### config.mk
export PLATFORM = sky130hd
export DESIGN_NAME = alu_multicycle
export DESIGN_NICKNAME = d
export VERILOG_FILES = /design/src/rtl/alu_multicycle.sv
export SDC_FILE = /design/constraint.sdc
export NUM_CORES = 2
export LEC_CHECK = 0
export BUFFER_PORTS_ARGS = -buffer_cell sky130_fd_sc_hd__buf_4
export CELL_PAD_IN_SITES_DETAIL_PLACEMENT = 1
export CELL_PAD_IN_SITES_GLOBAL_PLACEMENT = 1
export CORE_ASPECT_RATIO = 0.9
export CORE_MARGIN = 5
export CORE_UTILIZATION = 45
export CTS_BUF_LIST = sky130_fd_sc_hd__clkbuf_4
export DETAILED_ROUTE_END_ITERATION = 16
export GPL_TIMING_DRIVEN = 0
export MAX_ROUTING_LAYER = met4
export PLACE_DENSITY = 0.87
export SLEW_MARGIN = 15
export SYNTH_ARGS = -nofsm -noshare
export SYNTH_HDL_FRONTEND = slang
export SYNTH_SLANG_ARGS = --single-unit
### constraint.sdc
create_clock -name clk -period 15.66 [get_ports clk]
set_input_delay 4.698 -clock clk [delete_from_list [all_inputs] [get_ports clk]]
set_output_delay 4.698 -clock clk [all_outputs]
set_load 0.01 [all_outputs]
### src/rtl/alu_multicycle.sv
// alu_multicycle: execute unit for the MIPS pipeline.
// Single-cycle ALU ops return a registered result one cycle after issue.
// MULT/MULTU/DIV/DIVU iterate one bit per cycle on operand magnitudes,
// apply a sign correction in a final cycle, then write HI/LO.
module alu_multicycle #(
  parameter int WIDTH = 32,
  localparam int SHW  = $clog2(WIDTH)
) (
  input  logic             clk,
  input  logic             rst,
  input  logic             in_valid,
  output logic             in_ready,
  input  logic [4:0]       op,
  input  logic [WIDTH-1:0] a,
  input  logic [WIDTH-1:0] b,
  output logic             out_valid,
  output logic [WIDTH-1:0] r,
  output logic             zero,
  output logic             overflow,
  output logic [WIDTH-1:0] hi,
  output logic [WIDTH-1:0] lo,
  output logic             busy
);

  localparam logic [4:0] OP_ADD   = 5'd0;
  localparam logic [4:0] OP_SUB   = 5'd1;
  localparam logic [4:0] OP_ADDU  = 5'd2;
  localparam logic [4:0] OP_SUBU  = 5'd3;
  localparam logic [4:0] OP_AND   = 5'd4;
  localparam logic [4:0] OP_OR    = 5'd5;
  localparam logic [4:0] OP_XOR   = 5'd6;
  localparam logic [4:0] OP_NOR   = 5'd7;
  localparam logic [4:0] OP_LUI   = 5'd8;
  localparam logic [4:0] OP_SLT   = 5'd9;
  localparam logic [4:0] OP_SLTU  = 5'd10;
  localparam logic [4:0] OP_SRA   = 5'd11;
  localparam logic [4:0] OP_SRL   = 5'd12;
  localparam logic [4:0] OP_SLL   = 5'd13;
  localparam logic [4:0] OP_MULT  = 5'd16;
  localparam logic [4:0] OP_DIV   = 5'd18;

  localparam logic [SHW-1:0] LAST_ITER = SHW'(WIDTH - 1);

  typedef enum logic [1:0] {
    IDLE = 2'd0,
    ITER = 2'd1,
    FIX  = 2'd2
  } state_t;

  state_t               state_r;
  state_t               state_nx_s;
  logic                 busy_r;
  logic [SHW-1:0]       cnt_r;
  logic [2*WIDTH-1:0]   acc_r;      // {partial product} or {remainder, quotient}
  logic [WIDTH-1:0]     dvs_r;      // multiplicand or divisor magnitude
  logic [WIDTH-1:0]     a_r;        // original dividend, reported on divide by zero
  logic                 is_div_r;
  logic                 neg_q_r;    // negate product / quotient
  logic                 neg_rem_r;  // negate remainder
  logic                 dz_r;       // divide by zero

  logic                 out_valid_r;
  logic [WIDTH-1:0]     r_r;
  logic                 zero_r;
  logic                 ovf_r;
  logic [WIDTH-1:0]     hi_r;
  logic [WIDTH-1:0]     lo_r;

  logic                 accept_s;
  logic                 is_multi_s;
  logic                 signed_op_s;
  logic                 a_neg_s;
  logic                 b_neg_s;
  logic [WIDTH-1:0]     a_mag_s;
  logic [WIDTH-1:0]     b_mag_s;
  logic [WIDTH-1:0]     alu_res_s;
  logic                 alu_ovf_s;
  logic [WIDTH-1:0]     sum_s;
  logic [WIDTH-1:0]     diff_s;

  logic [WIDTH:0]       mul_sum_s;
  logic [2*WIDTH-1:0]   mul_next_s;
  logic [WIDTH:0]       rem_sh_s;
  logic                 div_ge_s;
  logic [WIDTH-1:0]     div_rem_s;
  logic [2*WIDTH-1:0]   div_next_s;

  logic [2*WIDTH-1:0]   prod_s;
  logic [WIDTH-1:0]     fix_hi_s;
  logic [WIDTH-1:0]     fix_lo_s;

  assign accept_s    = in_valid && !busy_r;
  assign is_multi_s  = (op[4:2] == 3'b100);
  assign signed_op_s = (op == OP_MULT) || (op == OP_DIV);
  assign a_neg_s     = signed_op_s && a[WIDTH-1];
  assign b_neg_s     = signed_op_s && b[WIDTH-1];
  assign a_mag_s     = a_neg_s ? (~a + WIDTH'(1)) : a;
  assign b_mag_s     = b_neg_s ? (~b + WIDTH'(1)) : b;
  assign sum_s       = a + b;
  assign diff_s      = a - b;

  assign in_ready  = !busy_r;
  assign busy      = busy_r;
  assign out_valid = out_valid_r;
  assign r         = r_r;
  assign zero      = zero_r;
  assign overflow  = ovf_r;
  assign hi        = hi_r;
  assign lo        = lo_r;

  // Single-cycle ALU result and signed-overflow flag for the presented op.
  always_comb begin
    alu_res_s = {WIDTH{1'b0}};
    alu_ovf_s = 1'b0;
    case (op)
      OP_ADD: begin
        alu_res_s = sum_s;
        alu_ovf_s = (a[WIDTH-1] == b[WIDTH-1]) && (sum_s[WIDTH-1] != a[WIDTH-1]);
      end
      OP_SUB: begin
        alu_res_s = diff_s;
        alu_ovf_s = (a[WIDTH-1] != b[WIDTH-1]) && (diff_s[WIDTH-1] != a[WIDTH-1]);
      end
      OP_ADDU: alu_res_s = sum_s;
      OP_SUBU: alu_res_s = diff_s;
      OP_AND:  alu_res_s = a & b;
      OP_OR:   alu_res_s = a | b;
      OP_XOR:  alu_res_s = a ^ b;
      OP_NOR:  alu_res_s = ~(a | b);
      OP_LUI:  alu_res_s = {b[WIDTH/2-1:0], {(WIDTH/2){1'b0}}};
      OP_SLT:  alu_res_s = {{(WIDTH-1){1'b0}}, ($signed(a) < $signed(b))};
      OP_SLTU: alu_res_s = {{(WIDTH-1){1'b0}}, (a < b)};
      OP_SRA:  alu_res_s = WIDTH'($signed(b) >>> a[SHW-1:0]);
      OP_SRL:  alu_res_s = b >> a[SHW-1:0];
      OP_SLL:  alu_res_s = b << a[SHW-1:0];
      default: begin
        alu_res_s = {WIDTH{1'b0}};
        alu_ovf_s = 1'b0;
      end
    endcase
  end

  // One shift-add multiply step and one restoring-divide step on acc_r.
  always_comb begin
    mul_sum_s  = {1'b0, acc_r[2*WIDTH-1:WIDTH]} +
                 (acc_r[0] ? {1'b0, dvs_r} : {(WIDTH+1){1'b0}});
    mul_next_s = {mul_sum_s, acc_r[WIDTH-1:1]};
    rem_sh_s   = acc_r[2*WIDTH-1:WIDTH-1];
    div_ge_s   = (rem_sh_s >= {1'b0, dvs_r});
    // The true difference is below the divisor, so WIDTH bits hold it exactly.
    div_rem_s  = rem_sh_s[WIDTH-1:0] - dvs_r;
    if (div_ge_s) begin
      div_next_s = {div_rem_s, acc_r[WIDTH-2:0], 1'b1};
    end else begin
      div_next_s = {acc_r[2*WIDTH-2:0], 1'b0};
    end
  end

  // Sign correction and special-case handling of the iterated result.
  always_comb begin
    prod_s   = neg_q_r ? (~acc_r + (2*WIDTH)'(1)) : acc_r;
    fix_hi_s = prod_s[2*WIDTH-1:WIDTH];
    fix_lo_s = prod_s[WIDTH-1:0];
    if (is_div_r) begin
      if (dz_r) begin
        fix_lo_s = {WIDTH{1'b1}};
        fix_hi_s = a_r;
      end else begin
        fix_lo_s = neg_q_r ? (~acc_r[WIDTH-1:0] + WIDTH'(1)) : acc_r[WIDTH-1:0];
        fix_hi_s = neg_rem_r ? (~acc_r[2*WIDTH-1:WIDTH] + WIDTH'(1))
                             : acc_r[2*WIDTH-1:WIDTH];
      end
    end else begin
      fix_hi_s = prod_s[2*WIDTH-1:WIDTH];
      fix_lo_s = prod_s[WIDTH-1:0];
    end
  end

  // Next-state logic: IDLE -> ITER on a mult/div issue, WIDTH steps, one FIX cycle.
  always_comb begin
    state_nx_s = state_r;
    case (state_r)
      IDLE: begin
        if (accept_s && is_multi_s) begin
          state_nx_s = ITER;
        end else begin
          state_nx_s = IDLE;
        end
      end
      ITER: begin
        if (cnt_r == LAST_ITER) begin
          state_nx_s = FIX;
        end else begin
          state_nx_s = ITER;
        end
      end
      FIX:     state_nx_s = IDLE;
      default: state_nx_s = IDLE;
    endcase
  end

  // State register and registered busy flag.
  always_ff @(posedge clk or posedge rst) begin
    if (rst) begin
      state_r <= IDLE;
      busy_r  <= 1'b0;
    end else begin
      state_r <= state_nx_s;
      busy_r  <= (state_nx_s != IDLE);
    end
  end

  // Iteration datapath: operand capture on issue, one step per ITER cycle.
  always_ff @(posedge clk or posedge rst) begin
    if (rst) begin
      cnt_r     <= {SHW{1'b0}};
      acc_r     <= {(2*WIDTH){1'b0}};
      dvs_r     <= {WIDTH{1'b0}};
      a_r       <= {WIDTH{1'b0}};
      is_div_r  <= 1'b0;
      neg_q_r   <= 1'b0;
      neg_rem_r <= 1'b0;
      dz_r      <= 1'b0;
    end else if (state_r == IDLE) begin
      if (accept_s && is_multi_s) begin
        cnt_r     <= {SHW{1'b0}};
        is_div_r  <= op[1];
        a_r       <= a;
        neg_q_r   <= a_neg_s ^ b_neg_s;
        neg_rem_r <= a_neg_s;
        dz_r      <= (b == {WIDTH{1'b0}});
        if (op[1]) begin
          acc_r <= {{WIDTH{1'b0}}, a_mag_s};
          dvs_r <= b_mag_s;
        end else begin
          acc_r <= {{WIDTH{1'b0}}, b_mag_s};
          dvs_r <= a_mag_s;
        end
      end
    end else if (state_r == ITER) begin
      acc_r <= is_div_r ? div_next_s : mul_next_s;
      cnt_r <= cnt_r + SHW'(1);
    end
  end

  // Result registers: single-cycle results at issue, HI/LO at mult/div completion.
  always_ff @(posedge clk or posedge rst) begin
    if (rst) begin
      out_valid_r <= 1'b0;
      r_r         <= {WIDTH{1'b0}};
      zero_r      <= 1'b0;
      ovf_r       <= 1'b0;
      hi_r        <= {WIDTH{1'b0}};
      lo_r        <= {WIDTH{1'b0}};
    end else begin
      out_valid_r <= 1'b0;
      if (accept_s && !is_multi_s) begin
        out_valid_r <= 1'b1;
        r_r         <= alu_res_s;
        zero_r      <= (alu_res_s == {WIDTH{1'b0}});
        ovf_r       <= alu_ovf_s;
      end else if (state_r == FIX) begin
        out_valid_r <= 1'b1;
        r_r         <= fix_lo_s;
        zero_r      <= (fix_lo_s == {WIDTH{1'b0}});
        ovf_r       <= 1'b0;
        hi_r        <= fix_hi_s;
        lo_r        <= fix_lo_s;
      end
    end
  end

endmodule

Yosys cells after proc, flatten, opt, wreduce, memory -nomap -nowiden
Index checks and enable logic that the tools add are counted.
Widths: inputs -> output; s select.
- flip-flop bits (word level): 239
- input bits: 72
- output and inout port bits: 101
- word-level logic and storage cells: 123
- add/subtract/negate cells: 10
- magnitude comparators: 3
- equal/unequal tests: 24
- shift operators: 3
- multiplexer cells: 33
- bitwise operators: 11
- reduce and logical (&&, ||, !) cells: 23
- operators with widths (cell ; count):
    $mux 32 ; 13
    $mux 64 ; 6
    $pmux 32 s12 ; 1
    $not 32->32 ; 5
    $add 32x1->32 const B ; 4
    $logic_not 32->1 ; 3
    $add 64x1->64 const B ; 1
    $lt 32x32->1 ; 2
    $not 64->64 ; 1
    $sub 32x32->32 ; 2
    $add 32x32->33 ; 1
    $ge 33x32->1 ; 1
    $add 32x32->32 ; 1
    $and 32x32->32 ; 1
    $or 32x32->32 ; 1
    $shl 32x5->32 ; 1
    $shr 32x5->32 ; 1
    $sshr 32x5->32 ; 1
    $xor 32x32->32 ; 1
    $eq 5x4->1 const B ; 6
    $eq 5x3->1 const B ; 4
    $eq 5x5->1 const B ; 3
    $mux 5 ; 3
    $eq 5x2->1 const B ; 2
    22 further kinds ; 42

Depth between registers and ports, before layout
- depth in word-level cells: 8
- depth in mapped cells: 19

Least setup slack after synthesis
OpenSTA, ideal clock, no wires.
- path type: in2reg
- from: input a[0]
- to: register zero_r, in the netlist zero
- arrival: 8893 ps
- required time: 15573 ps
- setup slack: 6680 ps
- stages: 19
- path buffers: 3
- path through: inv_2 -> buf_1 -> buf_1 -> clkbuf_1 -> ha_1 -> inv_1 -> fa_1 -> nor2b_1 -> o311ai_0 -> a211oi_1 -> nand3_1 -> and2_1 -> o31ai_1 -> a21o_1 -> a211o_1 -> or3_1 -> nor4_1 -> nand4_1 -> o211ai_1
- word-level cells in the longest chain between the ends: 5
- ends and longest elaborated chain (item ; line ; text):
    start, declared ; 14 ; input logic [WIDTH-1:0] a,
    parallel branches: the longest is 2 deep, another holds $sub 32x32->32 ; - ;
    $pmux 32 s12 * ; 115 ; case (op)
    $logic_not 32->1 * ; 260 ; zero_r <= (alu_res_s == {WIDTH{1'b0}});
    $mux 1 * ; 257 ; if (accept_s && !is_multi_s) begin
    end signal, assigned ; 260 ;
    end signal, assigned ; 265 ; zero_r <= (fix_lo_s == {WIDTH{1'b0}});
    end, declared ; 64 ; logic zero_r;
Every way passes the cells marked *.
A chain may end at the register's enable or synchronous reset.

Worst setup path after layout
- from: input a[3]
- to: register zero_r, in the netlist zero
Same word-level chain as after synthesis.

==> reports/results.tsv <==
metric	value	unit
power	5.11	mW
syn_inst	3698	
rsz0062_at_grt	no	
mostFrequentLayoutCell	nand2_1	
cts_setup_buffers	0	
yosys_register_bits	239	
ctsHoldBuffers	0	
max_freq	0.0860	GHz
min_path_cells	2	
cts_buffers	70	
core	61000	µm²
cts_resized	0	
antenna_left	0	
fin_crit_sh	74.2	%
yosys.area_share.adder	8.58	%
cts_sinks	239	
power_density	165	nW/µm²
layout_common_cells	484 x nand2_1, 405 x o21ai_0, 313 x nor2_1, 242 x a21oi_1, 239 x dfrtp_1	
tightest_slew	1.43	ns
synth_top_family_by_area	compound AO/OA/AOI/OAI gates	
path_max_fanout	10	
dpl.hpwl	130	mm
finalSetupViolCount	0	
slew_viol_final	0	
ir_drop	143	µV
worstRegToRegCells	16	
fin_worst_skew	0.0807	ns
first_pass_iters	8	
syn-num-nets	3957	
io_buffers	169	
yosys_most_used_dff	dfrtp_1	
path_clk_slew	0.07	ns
clockBufferDepth	3	
dieArea	66400	µm²
multi_input_area	20000	µm²
track_usage	47.8	%
syn_area	27600	µm²
async_reset_ff_share	100	%
ys_warn_count	0	
final_area	30900	µm²
final_core_util	50.7	%
seq_area_frac_synth	21.7	%
nFillCells	7828	
placed_cell_area	30000	µm²
synth_edf_count	0	
synth.distinct_cells	86	
grt_pass1_vias	32300	
outcome	complete, no violations	
place_congestion	1.12	
antenna_found_initial	12	
io_pins	173	
vias	33800	
yosys.area_share.simple	19.6	%
syn2layout_area_growth	12.0	%
clock-root-buffer	clkbuf_4	
cts_htree_levels	3	
synth-xor-area-share	6.28	%
drc_errors	0	
place_inst	4665	
critical_path_required	16.37	ns
hold_slack	0.477	ns
preCtsSetupSlack	3.95	ns
viasPerCell	7.05	
avgSynthCellArea	7.47	µm²
grt_max_degree	109	
synth_compound_area_share	27.9	%
register_area	5980	µm²
cp-end-kind	flip-flop	
die_h	245	µm
synthMuxAreaShare	9.83	%
overflow	0	
period_needed	11.63	ns
rows	86	
critical_path_class	input port to flip-flop	
hold_violations	0	
tns	0	ns
clock_latency	0.85	ns
fp.dieW	271	µm
nets	4204	
drt_iter0_markers	5114	
initial_core_util	45.3	%
instances_no_fill	4798	
hp-class	flip-flop to flip-flop	
setup_slack	4.03	ns
max_cap_violations	0	
crit_path_start_kind	input port	
power.leakage	13.1	nW
grt_pass1_wl	229	mm
slew_headroom	4.66	%
drive_gt1_share	10.5	%
wl	162	mm
cp.arrival	12.33	ns
routedWlPerCell	33.8	µm
cts_tree	yes	
[final cells by class]
class	count	area share, %
Multi-Input combinational cell	3016	64.6
Clock buffer	97	2.35
Buffer	291	3.64
Sequential cell	239	19.3
Clock inverter	23	0.570
Tap cell	792	3.20
Timing Repair Buffer	175	4.37
Inverter	152	1.87
Antenna cell	13	0.105
[state kept, by name, summed over array words and instances, names as in the netlist, 2 cells and up]
signal	flops
a_r	32
state_r	2
acc_r	64
hi	32
cnt_r	5
lo	32
dvs_r	32
r	32
[synth_stat cells (15+ instances only)]
master | count | area [µm²]
a211oi_1 | 46 | 345
a21o_1 | 53 | 398
a21oi_1 | 242 | 1210
a221oi_1 | 28 | 245
a22oi_1 | 23 | 173
a31oi_1 | 34 | 213
and2_1 | 16 | 100
and3_1 | 19 | 119
buf_1 | 47 | 176
buf_2 | 15 | 75.1
clkbuf_1 | 227 | 852
dfrtp_1 | 239 | 5980
ha_1 | 183 | 2290
inv_1 | 146 | 548
mux2_2 | 30 | 338
mux2i_1 | 143 | 1430
mux4_2 | 42 | 946
nand2_1 | 484 | 1820
nand2b_1 | 32 | 200
nand3_1 | 97 | 485
nand4_1 | 34 | 213
nor2_1 | 315 | 1180
nor2b_1 | 33 | 206
nor3_1 | 58 | 290
nor4_1 | 26 | 163
o211ai_1 | 87 | 653
o21a_1 | 33 | 248
o21ai_0 | 405 | 2030
o21bai_1 | 19 | 143
o221ai_1 | 42 | 368
o22ai_1 | 23 | 144
o31ai_1 | 42 | 315
o41ai_1 | 16 | 140
or2_2 | 15 | 93.8
or3_1 | 27 | 169
xnor2_1 | 169 | 1480
xor2_1 | 29 | 254
[per-layer routing]
layer	GRT usage (%)	routed length, µm	up-vias
li1	-	-	13900
met1	65.4	66600	16800
met2	61.4	61100	2652
met3	22.2	27500	438
met4	16.7	7260	0
met5	-	0	-
[cell families after synthesis]
logic type | Yosys count
AND/OR/NAND/NOR | 1201
flip-flops | 239
AO/OA/AOI/OAI | 1215
XOR/XNOR | 198
buffers and inverters | 443
multiplexers | 215
adder cells (fa/ha/maj) | 187
[worst max-delay path, cell delays in order]
cell	delay, ns
buf_4	0.14
clkbuf_1	0.21
inv_1	0.15
clkbuf_1	0.56
buf_1	0.62
buf_1	1.10
ha_1	0.48
inv_1	0.17
o311ai_0	0.33
a2111oi_0	1.10
o22ai_1	0.19
mux2i_1	0.32
a211oi_1	0.91
and4_1	0.30
and3_1	0.21
nand4_1	0.10
nor4_1	0.39
nand4_1	0.15
o211ai_1	0.20
[final timing paths]
| check | from | to | slack [ns] |
|---|---|---|---|
| setup / recovery | a[3] | zero$_DFFE_PP0P_ | 4.03 |
| hold / removal | hi[30]$_DFFE_PP0P_ | hi[30]$_DFFE_PP0P_ | 0.48 |
| setup reg to reg | acc_r[0]$_DFFE_PP0P_ | acc_r[62]$_DFFE_PP0P_ | 10.39 |
| hold reg to reg | hi[30]$_DFFE_PP0P_ | hi[30]$_DFFE_PP0P_ | 0.48 |
| max in group asynchronous | rst | acc_r[38]$_DFFE_PP0P_ | 10.40 |
| min in group asynchronous | rst | lo[9]$_DFFE_PP0P_ | 3.83 |
[where the power goes]
group | total (mW) | leakage [nW] | switching [mW] | internal (mW)
clock | 0.650 | 0.527 | 0.315 | 0.335
sequential | 1.17 | 2.95 | 0.320 | 0.846
combinational | 3.30 | 9.66 | 2.12 | 1.17
total | 5.11 | 13.1 | 2.76 | 2.35
(Power assumes the default switching activity.)
